$ cat config.mk
export PLATFORM = sky130hd
export DESIGN_NAME = pwm_audio_out_flat
export DESIGN_NICKNAME = d
export VERILOG_FILES = /design/src/rtl/pwm_audio_out_pkg.sv /design/src/rtl/pwm_audio_out_if.sv /design/src/rtl/pwm_audio_out_noise_shaper.sv /design/src/rtl/pwm_audio_out.sv /design/src/flat_wrapper.sv
export SDC_FILE = /design/constraint.sdc
export NUM_CORES = 1
export LEC_CHECK = 0
export ABC_AREA = 0
export BUFFER_PORTS_ARGS = -buffer_cell sky130_fd_sc_hd__buf_2
export CORE_MARGIN = 4
export CORE_UTILIZATION = 59
export DETAILED_ROUTE_END_ITERATION = 12
export PLACE_DENSITY = 0.78
export RECOVER_POWER = 50
export SLEW_MARGIN = 40
export SYNTH_ARGS = -nofsm -noshare
export SYNTH_HDL_FRONTEND = slang
export SYNTH_SLANG_ARGS = --single-unit
$ cat constraint.sdc
create_clock -name clk_in -period 4.1 [get_ports clk_in]
set_input_delay 0.615 -clock clk_in [delete_from_list [all_inputs] [get_ports clk_in]]
set_output_delay 0.615 -clock clk_in [all_outputs]
set_load 0.01 [all_outputs]
$ cat src/rtl/pwm_audio_out_pkg.sv
// Shared definitions for the PWM audio output stage.
// Contents: sample width, midscale constant, legal PWM resolution limits and
// the signed-to-offset-binary conversion used when a sample is captured.
package pwm_audio_out_pkg;

    localparam int SAMPLE_W     = 16;
    localparam int PWM_BITS_MIN = 4;
    localparam int PWM_BITS_MAX = 12;

    typedef logic [SAMPLE_W-1:0] sample_t;

    localparam sample_t MIDSCALE = 16'h8000;

    // Flipping the sign bit maps -32768..32767 onto 0..65535 with silence at midscale.
    function automatic sample_t to_offset_binary(input logic signed [SAMPLE_W-1:0] sample);
        return sample_t'(sample) ^ MIDSCALE;
    endfunction

endpackage

$ cat src/rtl/pwm_audio_out_if.sv
// Sample handshake from the channel mixer into the PWM output stage.
//   data       : signed two's-complement mixed sample
//   data_valid : one-cycle strobe, data is valid in that cycle
// master = mixer side (drives), slave = PWM stage (receives).
interface pwm_audio_out_if;
    import pwm_audio_out_pkg::*;

    sample_t data;
    logic    data_valid;

    modport master (output data, output data_valid);
    modport slave  (input  data, input  data_valid);

endinterface

$ cat src/rtl/pwm_audio_out_noise_shaper.sv
// First-order error-feedback noise shaper.
// Adds the residue left over from the previous truncation to the new sample,
// then splits the 17-bit sum into a PWM duty (upper bits) and a new residue
// (dropped LSBs). A carry out of the sum saturates the duty to full scale and
// clears the residue so a loud sample can never wrap to a low duty.
// Ports:
//   clk_in, reset_in : clock, synchronous active-high reset
//   load_en          : update the residue register (PWM load cycle)
//   src              : offset-binary sample selected for this period
//   duty_next        : duty to register at the load cycle
module pwm_noise_shaper
    import pwm_audio_out_pkg::*;
#(
    parameter int PWM_BITS    = 8,
    parameter int NOISE_SHAPE = 1
) (
    input  logic                clk_in,
    input  logic                reset_in,
    input  logic                load_en,
    input  sample_t             src,
    output logic [PWM_BITS-1:0] duty_next
);

    localparam int ERR_W = SAMPLE_W - PWM_BITS;

    logic [ERR_W-1:0]  err;
    logic [ERR_W-1:0]  err_next;
    logic [SAMPLE_W:0] sum;

    always_comb begin
        sum       = {1'b0, src} + {{(PWM_BITS + 1){1'b0}}, err};
        duty_next = '1;
        err_next  = '0;
        if (!sum[SAMPLE_W]) begin
            duty_next = sum[SAMPLE_W-1 -: PWM_BITS];
            err_next  = sum[ERR_W-1:0];
        end
        // Plain truncation: the residue is discarded every period.
        if (NOISE_SHAPE == 0) begin
            err_next = '0;
        end
    end

    always_ff @(posedge clk_in) begin
        if (reset_in) begin
            err <= '0;
        end else if (load_en) begin
            err <= err_next;
        end
    end

endmodule

$ cat src/rtl/pwm_audio_out.sv
// PWM audio output stage, fed by the tone generator's channel mixer.
// One signed sample arrives per frame on a valid strobe; it is buffered as
// pending and picked up at the last count of a PWM period, optionally noise
// shaped, and played as a duty cycle for the whole following period.
// Ports:
//   clk_in           : system clock
//   reset_in         : synchronous active-high reset
//   audio            : sample handshake (slave side)
//   pwm_out          : registered PWM bit for the external RC filter
//   overrun_out      : one-cycle pulse when an unconsumed pending sample is overwritten
//   period_start_out : one-cycle pulse aligned with counter value 0
module pwm_audio_out
    import pwm_audio_out_pkg::*;
#(
    parameter int PWM_BITS    = 8,
    parameter int NOISE_SHAPE = 1
) (
    input  logic              clk_in,
    input  logic              reset_in,
    pwm_audio_out_if.slave    audio,
    output logic              pwm_out,
    output logic              overrun_out,
    output logic              period_start_out
);

    if (PWM_BITS < PWM_BITS_MIN || PWM_BITS > PWM_BITS_MAX) begin : g_bad_pwm_bits
        $error("pwm_audio_out: PWM_BITS out of legal range");
    end

    localparam logic [PWM_BITS-1:0] CNT_LAST   = '1;
    localparam logic [PWM_BITS-1:0] DUTY_RESET = {1'b1, {(PWM_BITS - 1){1'b0}}};

    logic [PWM_BITS-1:0] pwm_cnt;
    logic [PWM_BITS-1:0] duty;
    logic [PWM_BITS-1:0] duty_next;
    sample_t             pending;
    sample_t             held;
    sample_t             src;
    sample_t             sample_u;
    logic                pending_valid;
    logic                load;

    assign load     = (pwm_cnt == CNT_LAST);
    assign sample_u = to_offset_binary(audio.data);
    // Without a fresh sample the previous one is replayed rather than dropping to silence.
    assign src      = pending_valid ? pending : held;

    pwm_noise_shaper #(
        .PWM_BITS    (PWM_BITS),
        .NOISE_SHAPE (NOISE_SHAPE)
    ) u_shaper (
        .clk_in    (clk_in),
        .reset_in  (reset_in),
        .load_en   (load),
        .src       (src),
        .duty_next (duty_next)
    );

    always_ff @(posedge clk_in) begin
        if (reset_in) begin
            pwm_cnt          <= '0;
            pending          <= '0;
            pending_valid    <= 1'b0;
            held             <= MIDSCALE;
            duty             <= DUTY_RESET;
            pwm_out          <= 1'b0;
            overrun_out      <= 1'b0;
            period_start_out <= 1'b0;
        end else begin
            pwm_cnt          <= pwm_cnt + 1'b1;
            pwm_out          <= (pwm_cnt < duty);
            // The counter is at its last value exactly when it wraps to 0 next.
            period_start_out <= load;
            // A load in the same cycle consumes the old pending, so nothing is lost.
            overrun_out      <= audio.data_valid && pending_valid && !load;

            if (load) begin
                held          <= src;
                duty          <= duty_next;
                pending_valid <= 1'b0;
            end
            // Placed after the load so a simultaneous strobe stays pending.
            if (audio.data_valid) begin
                pending       <= sample_u;
                pending_valid <= 1'b1;
            end
        end
    end

endmodule
$ cat src/flat_wrapper.sv
// flat-port wrapper written by rule: the top's interface ports become plain ports
module pwm_audio_out_flat import pwm_audio_out_pkg::*;
#(
    parameter int PWM_BITS    = 8,
    parameter int NOISE_SHAPE = 1
)
  (clk_in, reset_in, pwm_out, overrun_out, period_start_out, audio_data, audio_data_valid);
  pwm_audio_out_if audio_i ();
  input  logic clk_in;
  input  logic reset_in;
  output logic pwm_out;
  output logic overrun_out;
  output logic period_start_out;
  input wire logic [$bits(audio_i.data)-1:0] audio_data;
  input wire logic [$bits(audio_i.data_valid)-1:0] audio_data_valid;
  assign audio_i.data = audio_data;
  assign audio_i.data_valid = audio_data_valid;
  pwm_audio_out #(.PWM_BITS(PWM_BITS), .NOISE_SHAPE(NOISE_SHAPE)) u_core (.clk_in(clk_in), .reset_in(reset_in), .audio(audio_i), .pwm_out(pwm_out), .overrun_out(overrun_out), .period_start_out(period_start_out));
endmodule
-- Word level (Yosys, flattened, before mapping)
Index checks and enable logic that the tools add are counted.
- register bits: 60
- bits of input ports: 19
- output and inout bits: 3
- add/sub/neg operators: 2
- magnitude comparators: 1
- eq/ne operators: 1
- mux-type cells: 5
- bitwise gates (word level): 1
- reductions and logical operators: 4
- operator list (cell ; count):
    16-bit by 8-bit adder with 17-bit output ; 1
    16-bit 2-to-1 mux ; 1
    8-bit 2-to-1 mux ; 2
    8-bit by 1-bit adder with 8-bit output, second input constant ; 1
    8-bit equality test, second input constant ; 1
    8-bit less-than comparator ; 1
    1-bit logical AND ; 2
    1-bit 2-to-1 mux ; 2
    2-bit nonzero test ; 1
    1-bit zero test ; 1
    1-bit NOT ; 1

-- Logic depth before layout (Yosys ltp)
Gate-level depths: netlist (run 1).
- depth after elaboration: 3
- gate-level depth with buffers: 12
- gate-level depth less buffers: 9

-- Hierarchy
From an unflattened synthesis (run 1), not the netlist that was laid out.
- cells, all modules: 344
- area, all modules: 3199.3 µm²
- modules (own cells, without submodules) (module ; instances ; cells an instance ; area each (µm²)):
    pwm_audio_out ; 1 ; 234 ; 2353.5
    pwm_noise_shaper ; 1 ; 110 ; 845.8

-- Worst setup path before layout (run 1)
OpenSTA, ideal clock, no wires.
- path kind: flip-flop to flip-flop
- start point: register u_core.pending_valid
- end point: register u_core.duty[6]
- setup time: 0.089 ns
- arrival: 2.798 ns
- required time: 4.011 ns
- slack: 1.213 ns
- stages on the path, launching flop included: 12
- clock period less this slack: 2.887 ns
- cells stage by stage: dfxtp_1 -> buf_6 -> buf_2 -> mux2_2 -> ha_1 -> fa_1 -> a211oi_1 -> nor2_1 -> o22ai_2 -> nand3b_1 -> xnor2_1 -> a221oi_4
- cells in the longest elaborated chain, start to end: 3
- RTL lines (item ; line ; text):
    start: declaration ; pwm_audio_out.sv:40 ; logic pending_valid;
    start signal: assignment ; pwm_audio_out.sv:63 ; pending_valid <= 1'b0;
    start signal: assignment ; pwm_audio_out.sv:80 ; pending_valid <= 1'b0;
    start signal: assignment ; pwm_audio_out.sv:85 ; pending_valid <= 1'b1;
    16-bit 2-to-1 mux ; pwm_audio_out.sv:46 ; assign src = pending_valid ? pending : held;
    net u_core.src[0] ; pwm_audio_out.sv:38 ; sample_t src;
    16-bit by 8-bit adder with 17-bit output ; pwm_audio_out_noise_shaper.sv:31 ; sum = {1'b0, src} + {{(PWM_BITS + 1){1'b0}}, err};
    8-bit 2-to-1 mux ; pwm_audio_out_noise_shaper.sv:34 ; if (!sum[SAMPLE_W]) begin
    end signal: assignment ; pwm_audio_out.sv:79 ; duty <= duty_next;
    end: declaration ; pwm_audio_out.sv:34 ; logic [PWM_BITS-1:0] duty;
The timed path passes the listed nets, and every way through them passes these cells.
A chain may end at the register's enable or synchronous reset.

-- Worst setup path after layout (run 1)
- start point: register u_core.pending_valid
- end point: register u_core.duty[2]
The elaborated chain is that of the path after synthesis.

==> impl_metrics.yaml, run 1 <==
sta:
  period_share_pct: 72.3
  max_freq_mhz: 338
  rsz0062_at_grt: "false"
  hold_viol: 0
  setup_ws_ns: 1.14
  setup-tns-final_ns: 0
  worst_slew_pin_slew_ns: 2.56
  clock_skew_ns: 0.00568
  fin_hold_ws_ns: 0.451
  relSlewSlack_pct: -70.4
  min_period_ns: 2.96
  setup_viol_count_final: 0
  drv_slew: 59
yosys:
  dominantRegCellSynth: "dfxtp_1"
  syn-num-nets: 344
  synth_edf_count: 0
  synth_area_um2: 2920
  ys_seq_area_share_pct: 41.1
  yosys.area.top_type: "dfxtp_1"
  synth_top_area_share_pct: 41.1
  synth_area_per_cell_um2: 9.48
  synth_seq_cells: 60
  yosys_warnings: 0
  async_reset_ff_share_pct: 0
  synth_area_leaders: "dfxtp_1, mux2i_1, ha_1, nor2_1, xnor2_1"
  ys_types: 46
  syn_inst: 308
die:
  dieHeight_um: 78.4
  num_io_pins: 22
  start_util_pct: 61.4
  num_rows: 25
  coreArea_um2: 4750
  die_w_um: 78.4
  die_area_um2: 6140
clocking:
  cts_buffers: 9
  post_cts_buffers: 0
  tritoncts: "built"
  ctsResizeCount: 0
  clk_pin_slew_worst_paths_ns: 0.06
  ctsHtreeMaxLevel: 3
  cts_root_buf: "clkbuf_8"
  clock_sinks: 60
  clockBufferDepth: 2
  insertion_delay_ns: 0.34
  hold_buffers: 0
min_path:
  min_path_type: "flip-flop to flip-flop"
  hold_depth: 2
  hp-start: "u_core.held[3]"
  min_to: "u_core.held[3]"
global_routing:
  antenna_found_initial: 0
  grt_first_pass_wirelength_um: 9390
  track_usage_pct: 19.6
  grt_max_degree: 59
  grt.overflow.total: 0
  grt_pass1_vias: 2061
setup_path:
  reg2reg_to: "u_core.duty[2]"
  rrSetupSlack_ns: 1.14
  crit_arrival_ns: 3.04
  cp_max_fo: 19
  required_ns: 4.17
  path_class: "flip-flop to flip-flop"
  critPathBufInv: 1
  slowest_delay_ns: 0.46
  crit_slowest_cell: "fa_1"
  end_kind: "flip-flop"
  path_cells: "buf_4 -> mux2_2 -> fa_1 -> a211oi_1 -> nor2_1 -> o22ai_2 -> o31a_4 -> a221oi_1"
  startpoint_type: "flip-flop"
  cp_top_family: "compound AO/OA/AOI/OAI gates"
  r2r-start: "u_core.pending_valid"
  reg2reg_depth: 8
route:
  viasPerCell: 5.59
  drt-pass1-iter-count: 4
  avgRoutedWirePerCell_um: 13.8
  drc_errors: 0
  vias: 2221
  ant_nets: 0
  first_iter_violations: 146
  wl_um: 5490
power:
  p_total_uw: 1180
  p_leak_uw: 0.00136
  powerDensity_nw_per_um2: 366
  vdd_ir_drop_max_mv: 0.237
placement:
  finalWeightedCongestion: 0.905
  place_hpwl_um: 3700
  dp.cells: 382
  io_buffers: 21
  place_ws_ns: 1.24
cells_and_area:
  fillCellCount: 400
  stdcell_count: 397
  nets: 362
  syn_to_final_growth_pct: 10.5
  final_common_cell: "dfxtp_1"
  drive_gt1_share_pct: 15.8
  diodes: 0
  final_cell_mix: "dfxtp_1, nor2_1, mux2i_1"
run_status:
  violations: "max-capacitance violations, max-slew violations"
  outcome: "finished, violations left"
flow_run:
  drv_cap: 1
area by class of cell:
| type | instances | area, um^2 | area share, % |
|---|---|---|---|
| timing repair buffer | 23 | 113 | 3.49 |
| clock buffer | 14 | 183 | 5.66 |
| tap | 67 | 83.8 | 2.60 |
| sequential | 60 | 1200 | 37.2 |
| inverter | 10 | 37.5 | 1.16 |
| clock inverter | 1 | 5.00 | 0.155 |
| multi-input combinational | 222 | 1600 | 49.7 |
state kept, by name (all words and copies together) (netlist names):
register                 count
u_core.u_shaper.err          8
u_core.held                 16
u_core.overrun_out           1
u_core.duty                  8
u_core.pwm_cnt               8
u_core.period_start_out      1
u_core.pending_valid         1
u_core.pwm_out               1
u_core.pending              16
synthesized netlist by cell type, drive strengths merged (2+ instances only):
| master | n |
|---|---|
| o211ai | 3 |
| a21o | 4 |
| a31o | 2 |
| nor3 | 2 |
| a21oi | 14 |
| xor2 | 7 |
| dfxtp | 60 |
| mux2i | 27 |
| a22oi | 7 |
| nor2 | 44 |
| inv | 10 |
| mux2 | 9 |
| o21ai | 6 |
| a221oi | 6 |
| nand3b | 2 |
| nor2b | 2 |
| clkbuf | 7 |
| xnor2 | 12 |
| buf | 9 |
| nand3 | 7 |
| and3 | 3 |
| nand2 | 26 |
| ha | 16 |
| a211oi | 7 |
worst max-delay path by stage:
stage                               startpoint             end  slack [ns]  cells after the start
after CTS                 u_core.pending_valid  u_core.duty[2]        1.18                      9
after global routing      u_core.pending_valid  u_core.duty[2]        0.97                      9
after global placement    u_core.pending_valid  u_core.duty[2]        1.34                      9
after floorplan           u_core.pending_valid  u_core.duty[6]        1.21                     11
final                     u_core.pending_valid  u_core.duty[2]        1.14                      8
after detailed placement  u_core.pending_valid  u_core.duty[2]        1.24                      9
through the flow:
| step | cell area (um^2) | utilization, % |
|---|---|---|
| detailed placement | 3050 | 64.1 |
| CTS | 3230 | 68.0 |
| global placement | 3040 | 63.9 |
| floorplan | 2920 | - |
| global route | 3230 | 67.8 |
| finish | 3230 | 67.8 |
routing by layer:
metal | track usage, % | up-vias | routed length (um)
met5 | 0 | - | 0
met4 | 8.92 | 0 | 107
met3 | 7.34 | 11 | 214
met2 | 31.9 | 27 | 2670
met1 | 22.9 | 1064 | 2490
li1 | - | 1119 | -
power by group:
group | leakage [uW] | internal [uW] | switching, uW
Sequential | 0.000488 | 597 | 10.8
Combinational | 0.000771 | 35.4 | 39.9
Clock | 0.0000986 | 281 | 215
Total | 0.00136 | 914 | 266
kinds of logic after synthesis:
group,count (synthesis),synth area share (%)
and+or+nand+nor,94,14.2
DFF,60,41.1
AOI/OAI and AO/OA,56,14.5
muxes,36,12.7
buffers and inverters,26,4.16
xor gates and xnor gates,19,5.70
adders and majority gates,17,7.54
tightest hold or removal path, cell delays in order (launching register included):
cell and delay (ns):
dfxtp_1 0.30, nand2_1 0.05, a21oi_1 0.05
Power figures use the tool's default switching activity.
==> inputs of run 2 (changes only) <==
==> constraint.sdc (replaced) <==
create_clock -name clk_in -period 2.85 [get_ports clk_in]
set_input_delay 0.4275 -clock clk_in [delete_from_list [all_inputs] [get_ports clk_in]]
set_output_delay 0.4275 -clock clk_in [all_outputs]
set_load 0.01 [all_outputs]
==> impl_metrics.yaml, run 2 (synthesis gave the netlist of run 1 again) <==
run_status:
  outcome: "complete, no violations"
clocking:
  insertion_delay_ns: 0.33
  cts_root_buf: "clkbuf_8"
  tritoncts: "built"
  clk_pin_slew_worst_paths_ns: 0.06
  ctsHtreeMaxLevel: 3
  hold_buffers: 0
  cts_buffers: 9
  post_cts_buffers: 0
  ctsResizeCount: 0
  clock_sinks: 60
  clockBufferDepth: 2
cells_and_area:
  syn_to_final_growth_pct: 11.0
  top_regs: "u_core.held x16, u_core.pending x16"
  fillCellCount: 400
  final_cell_mix: "dfxtp_1, nor2_1, mux2i_1"
  fin_util_pct: 68.2
  stdcell_count: 401
  finalInstanceArea_um2: 3240
  drive_gt1_share_pct: 15.9
  final_common_cell: "dfxtp_1"
  regArea_um2: 1200
  multiInputGateArea_um2: 1600
  nets: 365
  diodes: 0
route:
  avgRoutedWirePerCell_um: 14.0
  drc_errors: 0
  viasPerCell: 5.47
  vias: 2194
  first_iter_violations: 122
  wl_um: 5600
  ant_nets: 0
  drt-pass1-iter-count: 5
min_path:
  hold_depth: 2
  min_to: "u_core.pending[15]"
  min_path_type: "primary input to flip-flop"
  hp-start: "audio_data[15]"
global_routing:
  met1_usage_pct: 26.0
  global_route.usage.met2_pct: 32.3
  grt_max_degree: 38
  antenna_found_initial: 0
  grt_pass1_vias: 2151
  grt.overflow.total: 0
  grt_first_pass_wirelength_um: 9760
  track_usage_pct: 20.3
  global_route.peak_usage_layer: "met2"
  met3_usage_pct: 4.59
setup_path:
  reg2reg_depth: 9
  path_class: "flip-flop to flip-flop"
  r2r-start: "u_core.pending_valid"
  rrSetupSlack_ns: 0.18
  end_kind: "flip-flop"
  startpoint_type: "flip-flop"
  crit_arrival_ns: 2.91
  reg2reg_to: "u_core.duty[6]"
  cp_max_fo: 5
  required_ns: 3.09
power:
  vdd_ir_drop_max_mv: 0.290
  p_leak_uw: 0.00137
  p_total_uw: 1680
  powerDensity_nw_per_um2: 518
placement:
  io_buffers: 21
  dp.cells: 385
  place_area_um2: 3060
  place_hpwl_um: 3930
  finalWeightedCongestion: 0.773
sta:
  setup_viol_count_final: 0
  clock_skew_ns: 0.00506
  rsz0062_at_grt: "false"
  period_share_pct: 93.6
  worst_slew_pin_slew_ns: 1.31
  hold_viol: 0
  max_freq_mhz: 375
  drv_slew: 0
  min_period_ns: 2.67
  relSlewSlack_pct: 12.7
  setup-tns-final_ns: 0
die:
  dieHeight_um: 78.4
  coreArea_um2: 4750
  die_w_um: 78.4
  start_util_pct: 61.4
  num_io_pins: 22
  num_rows: 25
  die_area_um2: 6140
flow_run:
  drv_cap: 0
==> run 2: critical path, cell delays in order (launching register included) <==
cell and delay (ns):
dfxtp_1 0.37, mux2_2 0.37, ha_1 0.23, fa_1 0.42
a211oi_1 0.27, nor2_2 0.11, o22ai_2 0.27, nand3b_1 0.17
xnor2_1 0.11, a221oi_4 0.27
==> run 2: how the worst max path moves through the flow <==
stage / start / endpoint / slack (ns) / depth (start not counted)
floorplan: u_core.pending_valid / u_core.duty[6] / 0.04 / 11
global placement: u_core.pending_valid / u_core.duty[6] / 0.24 / 8
detailed placement: u_core.pending_valid / u_core.u_shaper.err[4] / 0.17 / 9
CTS: u_core.pending_valid / u_core.u_shaper.err[4] / 0.18 / 9
global route: u_core.pending_valid / u_core.duty[6] / 0.009 / 9
finish: u_core.pending_valid / u_core.duty[6] / 0.18 / 9
==> run 2: cell type report <==
type | instances | share of cell area, %
inverter | 10 | 1.16
clock buffer | 15 | 5.44
clock inverter | 1 | 0.154
sequential | 60 | 37.1
multi-input combinational | 222 | 49.4
timing repair buffer | 26 | 4.25
tap | 67 | 2.59
==> run 2: through the flow <==
step | worst slack, ns | hold slack, ns
floorplan | 0.0373 | 0.433
global placement | 0.243 | 0.438
detailed placement | 0.166 | 0.447
CTS | 0.175 | 0.280
global route | 0.00932 | 0.283
finish | 0.182 | 0.292
==> run 2: metal layers <==
layer / vias to the layer above / share of wire [%]
met5: - / 0
met1: 1022 / 47
met3: 11 / 2.2
li1: 1128 / -
met4: 0 / 1.8
met2: 33 / 49
==> run 2: power by group <==
part           internal (uW)  switching (uW)
combinational           53.2            60.4
clock                    387             306
sequential               859            15.7
